<file path="config.mk">
export PLATFORM = sky130hd
export DESIGN_NAME = ram_load_arbiter_flat
export DESIGN_NICKNAME = d
export VERILOG_FILES = /design/src/rtl/ram_load_arbiter_pkg.sv /design/src/rtl/ram_load_arbiter_if.sv /design/src/rtl/ram_load_arbiter_drain_timer.sv /design/src/rtl/ram_load_arbiter.sv /design/src/flat_wrapper.sv
export SDC_FILE = /design/constraint.sdc
export NUM_CORES = 1
export LEC_CHECK = 0
export CORE_UTILIZATION = 30
export CTS_CLUSTER_DIAMETER = 60
export CTS_CLUSTER_SIZE = 25
export DETAILED_ROUTE_END_ITERATION = 12
export GPL_TIMING_DRIVEN = 0
export PLACE_DENSITY = 0.69
export SLEW_MARGIN = 5
export SYNTH_ARGS = -nofsm -noshare
export SYNTH_HDL_FRONTEND = slang
export SYNTH_SLANG_ARGS = --single-unit
</file>
<file path="constraint.sdc">
create_clock -name clk -period 2.1 [get_ports clk]
set_input_delay 0.63 -clock clk [delete_from_list [all_inputs] [get_ports clk]]
set_output_delay 0.63 -clock clk [all_outputs]
set_load 0.005 [all_outputs]
</file>
<file path="src/rtl/ram_load_arbiter_pkg.sv">
// Shared definitions for the CPU RAM loader: control-word bit map (same as the
// control unit uses), datapath widths, and the load arbiter state encoding.
// No ports; import with ram_load_arbiter_pkg::*.
package ram_load_arbiter_pkg;

  localparam int unsigned MarWidth   = 4;
  localparam int unsigned DataWidth  = 8;
  localparam int unsigned CtrlWidth  = 16;
  localparam int unsigned UstepWidth = 3;
  localparam int unsigned CountWidth = 5;

  // Control word bits, HLT at the MSB down to FI at the LSB.
  localparam logic [CtrlWidth-1:0] CwHlt = 16'h8000;
  localparam logic [CtrlWidth-1:0] CwMi  = 16'h4000;
  localparam logic [CtrlWidth-1:0] CwRi  = 16'h2000;
  localparam logic [CtrlWidth-1:0] CwRo  = 16'h1000;
  localparam logic [CtrlWidth-1:0] CwIo  = 16'h0800;
  localparam logic [CtrlWidth-1:0] CwIi  = 16'h0400;
  localparam logic [CtrlWidth-1:0] CwAi  = 16'h0200;
  localparam logic [CtrlWidth-1:0] CwAo  = 16'h0100;
  localparam logic [CtrlWidth-1:0] CwEo  = 16'h0080;
  localparam logic [CtrlWidth-1:0] CwSu  = 16'h0040;
  localparam logic [CtrlWidth-1:0] CwBi  = 16'h0020;
  localparam logic [CtrlWidth-1:0] CwOi  = 16'h0010;
  localparam logic [CtrlWidth-1:0] CwCe  = 16'h0008;
  localparam logic [CtrlWidth-1:0] CwCo  = 16'h0004;
  localparam logic [CtrlWidth-1:0] CwJ   = 16'h0002;
  localparam logic [CtrlWidth-1:0] CwFi  = 16'h0001;

  typedef enum logic [2:0] {
    StIdle,
    StDrain,
    StAddr,
    StData,
    StWait,
    StRelease,
    StErr
  } arb_state_e;

  // Saturating increment for the session byte counter.
  function automatic logic [CountWidth-1:0] sat_inc(input logic [CountWidth-1:0] v);
    return (v == {CountWidth{1'b1}}) ? v : v + 1'b1;
  endfunction

endpackage

</file>
<file path="src/rtl/ram_load_arbiter_if.sv">
// Host program-loader handshake.
//   host_valid/addr/data/last : host -> arbiter, held stable until accepted
//   host_ready                : arbiter -> host, transfer on valid & ready
//   host_err                  : arbiter -> host, sticky drain-timeout error
// master = host side, slave = arbiter side.
interface ram_load_arbiter_if;
  import ram_load_arbiter_pkg::*;

  logic                 host_valid;
  logic [MarWidth-1:0]  host_addr;
  logic [DataWidth-1:0] host_data;
  logic                 host_last;
  logic                 host_ready;
  logic                 host_err;

  modport master (
    output host_valid, host_addr, host_data, host_last,
    input  host_ready, host_err
  );

  modport slave (
    input  host_valid, host_addr, host_data, host_last,
    output host_ready, host_err
  );
endinterface

</file>
<file path="src/rtl/ram_load_arbiter_drain_timer.sv">
// Counts cycles while enabled, clears when disabled, and flags on the
// Timeout-th enabled cycle so the owner can leave on that edge.
//   clk, rst  : clock, synchronous active-high reset
//   en_i      : count enable (clears counter when low)
//   expired_o : high during the Timeout-th consecutive enabled cycle onward
module ram_load_arbiter_drain_timer #(
  parameter int unsigned Timeout = 64
) (
  input  logic clk,
  input  logic rst,
  input  logic en_i,
  output logic expired_o
);

  localparam int unsigned CntWidth = $clog2(Timeout + 1);
  localparam logic [CntWidth-1:0] CntLast = CntWidth'(Timeout - 1);

  logic [CntWidth-1:0] cnt_q, cnt_d;

  // cnt_q is 0 in the first enabled cycle, so CntLast marks cycle Timeout.
  always_comb begin
    cnt_d = '0;
    if (en_i) begin
      cnt_d = (cnt_q == CntLast) ? cnt_q : cnt_q + 1'b1;
    end
  end

  always_ff @(posedge clk) begin
    if (rst) begin
      cnt_q <= '0;
    end else begin
      cnt_q <= cnt_d;
    end
  end

  assign expired_o = en_i && (cnt_q == CntLast);

endmodule

</file>
<file path="src/rtl/ram_load_arbiter.sv">
// Shares CPU RAM/MAR/bus between the microcode sequencer and a host loader.
// A host request freezes the CPU at an instruction boundary, then each byte
// is written with an MI cycle (address on bus) followed by an RI cycle (data
// on bus). The last byte releases the CPU and optionally pulses a restart.
//   clk, rst       : clock, synchronous active-high reset
//   host           : host loader handshake (slave side)
//   ustep          : current microstep from the control unit
//   cpu_halted     : HLT asserted in the CPU
//   cpu_hold       : freeze CPU once ustep reaches 0
//   cpu_restart    : one-cycle pulse clearing PC and microstep
//   override_en    : ctrl_override replaces the control-unit word
//   ctrl_override  : substitute control word
//   bus_drive      : arbiter drives bus_out onto the bus
//   bus_out        : bus value
//   load_count     : bytes written this/last session, saturating
module ram_load_arbiter
  import ram_load_arbiter_pkg::*;
#(
  parameter int unsigned DRAIN_TIMEOUT   = 64,
  parameter bit          RESTART_ON_DONE = 1'b1
) (
  input  logic                  clk,
  input  logic                  rst,
  ram_load_arbiter_if.slave     host,
  input  logic [UstepWidth-1:0] ustep,
  input  logic                  cpu_halted,
  output logic                  cpu_hold,
  output logic                  cpu_restart,
  output logic                  override_en,
  output logic [CtrlWidth-1:0]  ctrl_override,
  output logic                  bus_drive,
  output logic [DataWidth-1:0]  bus_out,
  output logic [CountWidth-1:0] load_count
);

  arb_state_e            state_q, state_d;
  logic                  host_err_q, host_err_d;
  logic [CountWidth-1:0] load_count_q, load_count_d;
  logic                  drain_expired;

  ram_load_arbiter_drain_timer #(
    .Timeout (DRAIN_TIMEOUT)
  ) u_drain_timer (
    .clk       (clk),
    .rst       (rst),
    .en_i      (state_q == StDrain),
    .expired_o (drain_expired)
  );

  always_ff @(posedge clk) begin
    if (rst) begin
      state_q      <= StIdle;
      host_err_q   <= 1'b0;
      load_count_q <= '0;
    end else begin
      state_q      <= state_d;
      host_err_q   <= host_err_d;
      load_count_q <= load_count_d;
    end
  end

  always_comb begin
    state_d      = state_q;
    host_err_d   = host_err_q;
    load_count_d = load_count_q;
    unique case (state_q)
      StIdle: begin
        if (host.host_valid && !host_err_q) begin
          state_d      = StDrain;
          load_count_d = '0;
        end
      end
      StDrain: begin
        // A halted CPU may be parked at any microstep; it is still safe to load.
        if ((ustep == '0) || cpu_halted) begin
          state_d = StAddr;
        end else if (drain_expired) begin
          state_d    = StErr;
          host_err_d = 1'b1;
        end
      end
      StAddr: state_d = StData;
      StData: begin
        load_count_d = sat_inc(load_count_q);
        state_d      = host.host_last ? StRelease : StWait;
      end
      // CPU stays frozen here until the host offers another byte.
      StWait: begin
        if (host.host_valid) begin
          state_d = StAddr;
        end
      end
      StRelease: state_d = StIdle;
      StErr:     state_d = StIdle;
      default:   state_d = StIdle;
    endcase
  end

  always_comb begin
    host.host_ready = 1'b0;
    host.host_err   = host_err_q;
    cpu_hold        = 1'b0;
    cpu_restart     = 1'b0;
    override_en     = 1'b0;
    ctrl_override   = '0;
    bus_drive       = 1'b0;
    bus_out         = '0;
    unique case (state_q)
      StDrain, StWait: cpu_hold = 1'b1;
      StAddr: begin
        cpu_hold      = 1'b1;
        override_en   = 1'b1;
        ctrl_override = CwMi;
        bus_drive     = 1'b1;
        bus_out       = {{(DataWidth - MarWidth){1'b0}}, host.host_addr};
      end
      StData: begin
        cpu_hold        = 1'b1;
        override_en     = 1'b1;
        ctrl_override   = CwRi;
        bus_drive       = 1'b1;
        bus_out         = host.host_data;
        host.host_ready = 1'b1;
      end
      StRelease: cpu_restart = RESTART_ON_DONE;
      default: ;
    endcase
  end

  assign load_count = load_count_q;

endmodule

</file>
<file path="src/flat_wrapper.sv">
// flat-port wrapper written by rule: the top's interface ports become plain ports
module ram_load_arbiter_flat import ram_load_arbiter_pkg::*;
#(
  parameter int unsigned DRAIN_TIMEOUT   = 64,
  parameter bit          RESTART_ON_DONE = 1'b1
)
  (clk, rst, ustep, cpu_halted, cpu_hold, cpu_restart, override_en, ctrl_override, bus_drive, bus_out, load_count, host_host_valid, host_host_addr, host_host_data, host_host_last, host_host_ready, host_host_err);
  ram_load_arbiter_if host_i ();
  input  logic clk;
  input  logic rst;
  input  logic [UstepWidth-1:0] ustep;
  input  logic cpu_halted;
  output logic cpu_hold;
  output logic cpu_restart;
  output logic override_en;
  output logic [CtrlWidth-1:0] ctrl_override;
  output logic bus_drive;
  output logic [DataWidth-1:0] bus_out;
  output logic [CountWidth-1:0] load_count;
  input wire logic [$bits(host_i.host_valid)-1:0] host_host_valid;
  input wire logic [$bits(host_i.host_addr)-1:0] host_host_addr;
  input wire logic [$bits(host_i.host_data)-1:0] host_host_data;
  input wire logic [$bits(host_i.host_last)-1:0] host_host_last;
  output wire logic [$bits(host_i.host_ready)-1:0] host_host_ready;
  output wire logic [$bits(host_i.host_err)-1:0] host_host_err;
  assign host_i.host_valid = host_host_valid;
  assign host_i.host_addr = host_host_addr;
  assign host_i.host_data = host_host_data;
  assign host_i.host_last = host_host_last;
  assign host_host_ready = host_i.host_ready;
  assign host_host_err = host_i.host_err;
  ram_load_arbiter #(.DRAIN_TIMEOUT(DRAIN_TIMEOUT), .RESTART_ON_DONE(RESTART_ON_DONE)) u_core (.clk(clk), .rst(rst), .host(host_i), .ustep(ustep), .cpu_halted(cpu_halted), .cpu_hold(cpu_hold), .cpu_restart(cpu_restart), .override_en(override_en), .ctrl_override(ctrl_override), .bus_drive(bus_drive), .bus_out(bus_out), .load_count(load_count));
endmodule
</file>
==> impl_metrics.py <==
metrics = {
    "die": {
        "die_w_um": 59.7,
        "dieArea_um2": 3560,
        "placeableCoreArea_um2": 3100,
        "start_util": 0.322,
        "die_h_um": 59.7,
        "row_count": 20,
        "io_pins": 55,
    },
    "placement": {
        "dpl.hpwl_um": 1910,
        "preCtsSetupSlack_ps": -298,
        "globalplace.congestion": 0.866,
        "place_inst": 217,
        "postPlaceCellArea_um2": 1490,
        "io_buffers": 39,
    },
    "timing": {
        "period_needed_ps": 2070,
        "fin_hold_ws_ps": 459,
        "fin_skew_ps": 4.25,
        "tns_ps": 0,
        "setup_viol": 0,
        "slew_violations": 0,
        "finalHoldViolations": 0,
        "fin_ws_ps": 26.0,
        "period_share": 0.988,
        "rsz0062_at_grt": "no",
        "fmax_mhz": 482,
    },
    "clock_tree": {
        "clock_latency_ps": 290,
        "htreeDepth": 1,
        "tritoncts": "done",
        "clockBufferDepth": 2,
        "cts.sinks": 16,
        "clkSlewWorstSetupHoldPaths_ps": 90,
        "cts-buffers-inserted": 3,
        "clockRootBuffer": "clkbuf_4",
        "hold_buffers": 0,
    },
    "layout": {
        "antenna_cells": 0,
        "syn_to_final_growth_pct": 59.8,
        "drive_above_1_share": 0.231,
        "design_area_um2": 1600,
        "fin_util": 0.514,
        "nFillCells": 320,
        "fin_nets": 206,
        "fin_cells": 226,
    },
    "route": {
        "viasPerCell": 4.38,
        "remaining_drc_errors": 0,
        "wire_per_inst_um": 10.7,
        "drtIter0Drc": 13,
        "routed_wl_um": 2420,
        "ant_nets": 0,
        "vias": 990,
        "firstDrtPassIters": 4,
    },
    "global_routing": {
        "track_usage": 0.146,
        "grt_pass1_vias": 877,
        "grt_pass1_wl_um": 3930,
        "antenna_found_initial": 0,
        "grt_max_degree": 11,
        "grt-ovfl-total": 0,
    },
    "synth": {
        "avgSynthCellArea_um2": 8.25,
        "syn-cell-area_um2": 998,
        "yosysSeqAreaShare": 0.321,
        "synth_cell_types": 31,
        "yosysTopAreaCellShare": 0.321,
        "synthCells": 121,
        "ys_warn_count": 0,
        "ys_ff_latch": 16,
        "yosys.area.top_type": "dfxtp_1",
        "synth_area_leaders": "dfxtp_1, buf_4, xnor2_1, a21oi_1, mux2i_1",
    },
    "worst_setup_path": {
        "worstPathArrival_ps": 1440,
        "crit_fanout": 1,
        "critPathLaunchType": "input pin",
        "critPathKind": "in -> out",
        "crit_required_ps": 1470,
        "crit_path_end_kind": "primary output",
    },
    "power_and_ir_drop": {
        "power.density_nw_per_um2": 537,
        "ir_drop_uv": 437,
        "p_total_mw": 0.856,
        "p_leak_nw": 0.789,
    },
    "job": {
        "maxCapViolations": 0,
    },
    "hold_path": {
        "hp-class": "reg -> reg",
    },
    "status": {
        "status": "complete, no violations",
    },
}
-- layout by cell type, fill, tap and decap left out, drive strengths merged --
| cell | netlist | final |
|---|---|---|
| a211oi | 3 | 3 |
| nor3 | 4 | 4 |
| clkdlybuf4s50 | 0 | 24 |
| a21oi | 10 | 10 |
| xnor2 | 7 | 7 |
| and3 | 7 | 7 |
| conb | 1 | 14 |
| nand2 | 4 | 4 |
| nor4 | 1 | 1 |
| nand2b | 6 | 6 |
| ha | 3 | 3 |
| a21boi | 1 | 1 |
| nand3b | 1 | 1 |
| nand3 | 4 | 4 |
| a31oi | 2 | 2 |
| clkdlybuf4s15 | 0 | 1 |
| or3 | 2 | 2 |
| a2111oi | 1 | 1 |
| o22a | 1 | 1 |
| clkbuf | 2 | 10 |
| nor2 | 11 | 11 |
| mux2i | 5 | 5 |
| o21ai | 2 | 2 |
| dlygate4sd2 | 0 | 6 |
| a21o | 1 | 1 |
| dfxtp | 16 | 16 |
| o21bai | 1 | 1 |
| buf | 16 | 21 |
| or4b | 1 | 1 |
| inv | 6 | 6 |
| nand4b | 1 | 1 |
| dlymetal6s2s | 0 | 4 |
| xor2 | 1 | 1 |
-- flip-flops by register name, summed over array words and instances (netlist names) --
| signal | count |
|---|---|
| u_core.u_drain_timer.cnt_q | 7 |
| u_core.load_count | 5 |
| u_core.host.host_err | 1 |
| u_core.state_q | 3 |
-- cells by family (layout without fill, tap and decap cells) --
| family | after synthesis | after routing | share of synthesized area |
|---|---|---|---|
| and+or+nand+nor | 42 | 42 | 0.233 |
| xor gates and xnor gates | 8 | 8 | 0.0702 |
| DFF | 16 | 16 | 0.321 |
| muxes | 5 | 5 | 0.0501 |
| other | 1 | 14 | 0.00376 |
| adders and majority gates | 3 | 3 | 0.0376 |
| buffers and inverters | 24 | 72 | 0.149 |
| AOI/OAI and AO/OA | 22 | 22 | 0.135 |
-- power by group --
part / switching [mW] / leakage (nW) / total (mW) / internal [mW]
logic: 0.130 / 0.637 / 0.310 / 0.181
clock network: 0.0968 / 0.0210 / 0.202 / 0.106
registers: 0.0231 / 0.132 / 0.344 / 0.321
-- repair_timing --
action | in CTS | in global routing
resized for setup | 31 | 13
buffers inserted | 2 | 3
endpoints found under the setup margin | 15 | 12
cloned | 0 | 0
-- cell usage after synthesis --
cell / number
a2111oi_0: 1
a211oi_1: 3
a21boi_0: 1
a21o_1: 1
a21oi_1: 10
a31oi_1: 2
and3_1: 7
buf_2: 1
buf_4: 15
clkbuf_1: 1
clkbuf_2: 1
conb_1: 1
dfxtp_1: 16
ha_1: 3
inv_1: 6
mux2i_1: 5
nand2_1: 4
nand2b_1: 6
nand3_1: 4
nand3b_1: 1
nand4b_1: 1
nor2_1: 11
nor3_1: 4
nor4_2: 1
o21ai_0: 2
o21bai_1: 1
o22a_1: 1
or3_1: 2
or4b_4: 1
xnor2_1: 7
xor2_1: 1
-- worst max-delay path: stages --
cell	delay [ps]
clkdlybuf4s50_1	450
and3_1	140
dlygate4sd2_1	230
-- per-layer routing --
| layer | vias up | routed length, um | GRT usage |
|---|---|---|---|
| met3 | 6 | 115 | 0.0390 |
| met5 | - | 0 | 0 |
| met4 | 0 | 44 | 0.0465 |
| met1 | 448 | 1050 | 0.175 |
| li1 | 510 | - | - |
| met2 | 26 | 1210 | 0.252 |
-- layout make-up --
type,instances,area (um^2),share of cell area
Multi-Input combinational cell,94,596,0.373
Timing Repair Buffer,44,410,0.257
Buffer,18,139,0.0871
Inverter,6,27.5,0.0173
Tap cell,44,55.1,0.0345
Sequential cell,16,332,0.208
Clock buffer,4,36.3,0.0227
-- final timing paths --
path | start | to | slack, ps | depth (start not counted)
worst min register to register | u_core.u_drain_timer.cnt_q[6] | u_core.u_drain_timer.cnt_q[6] | 460 | 2
worst min-delay path | u_core.u_drain_timer.cnt_q[6] | u_core.u_drain_timer.cnt_q[6] | 460 | 2
worst max-delay path | host_host_data[5] | bus_out[5] | 30 | 3
worst max register to register | u_core.load_count[0] | u_core.load_count[2] | 300 | 7
Power figures use the tool's default switching activity.
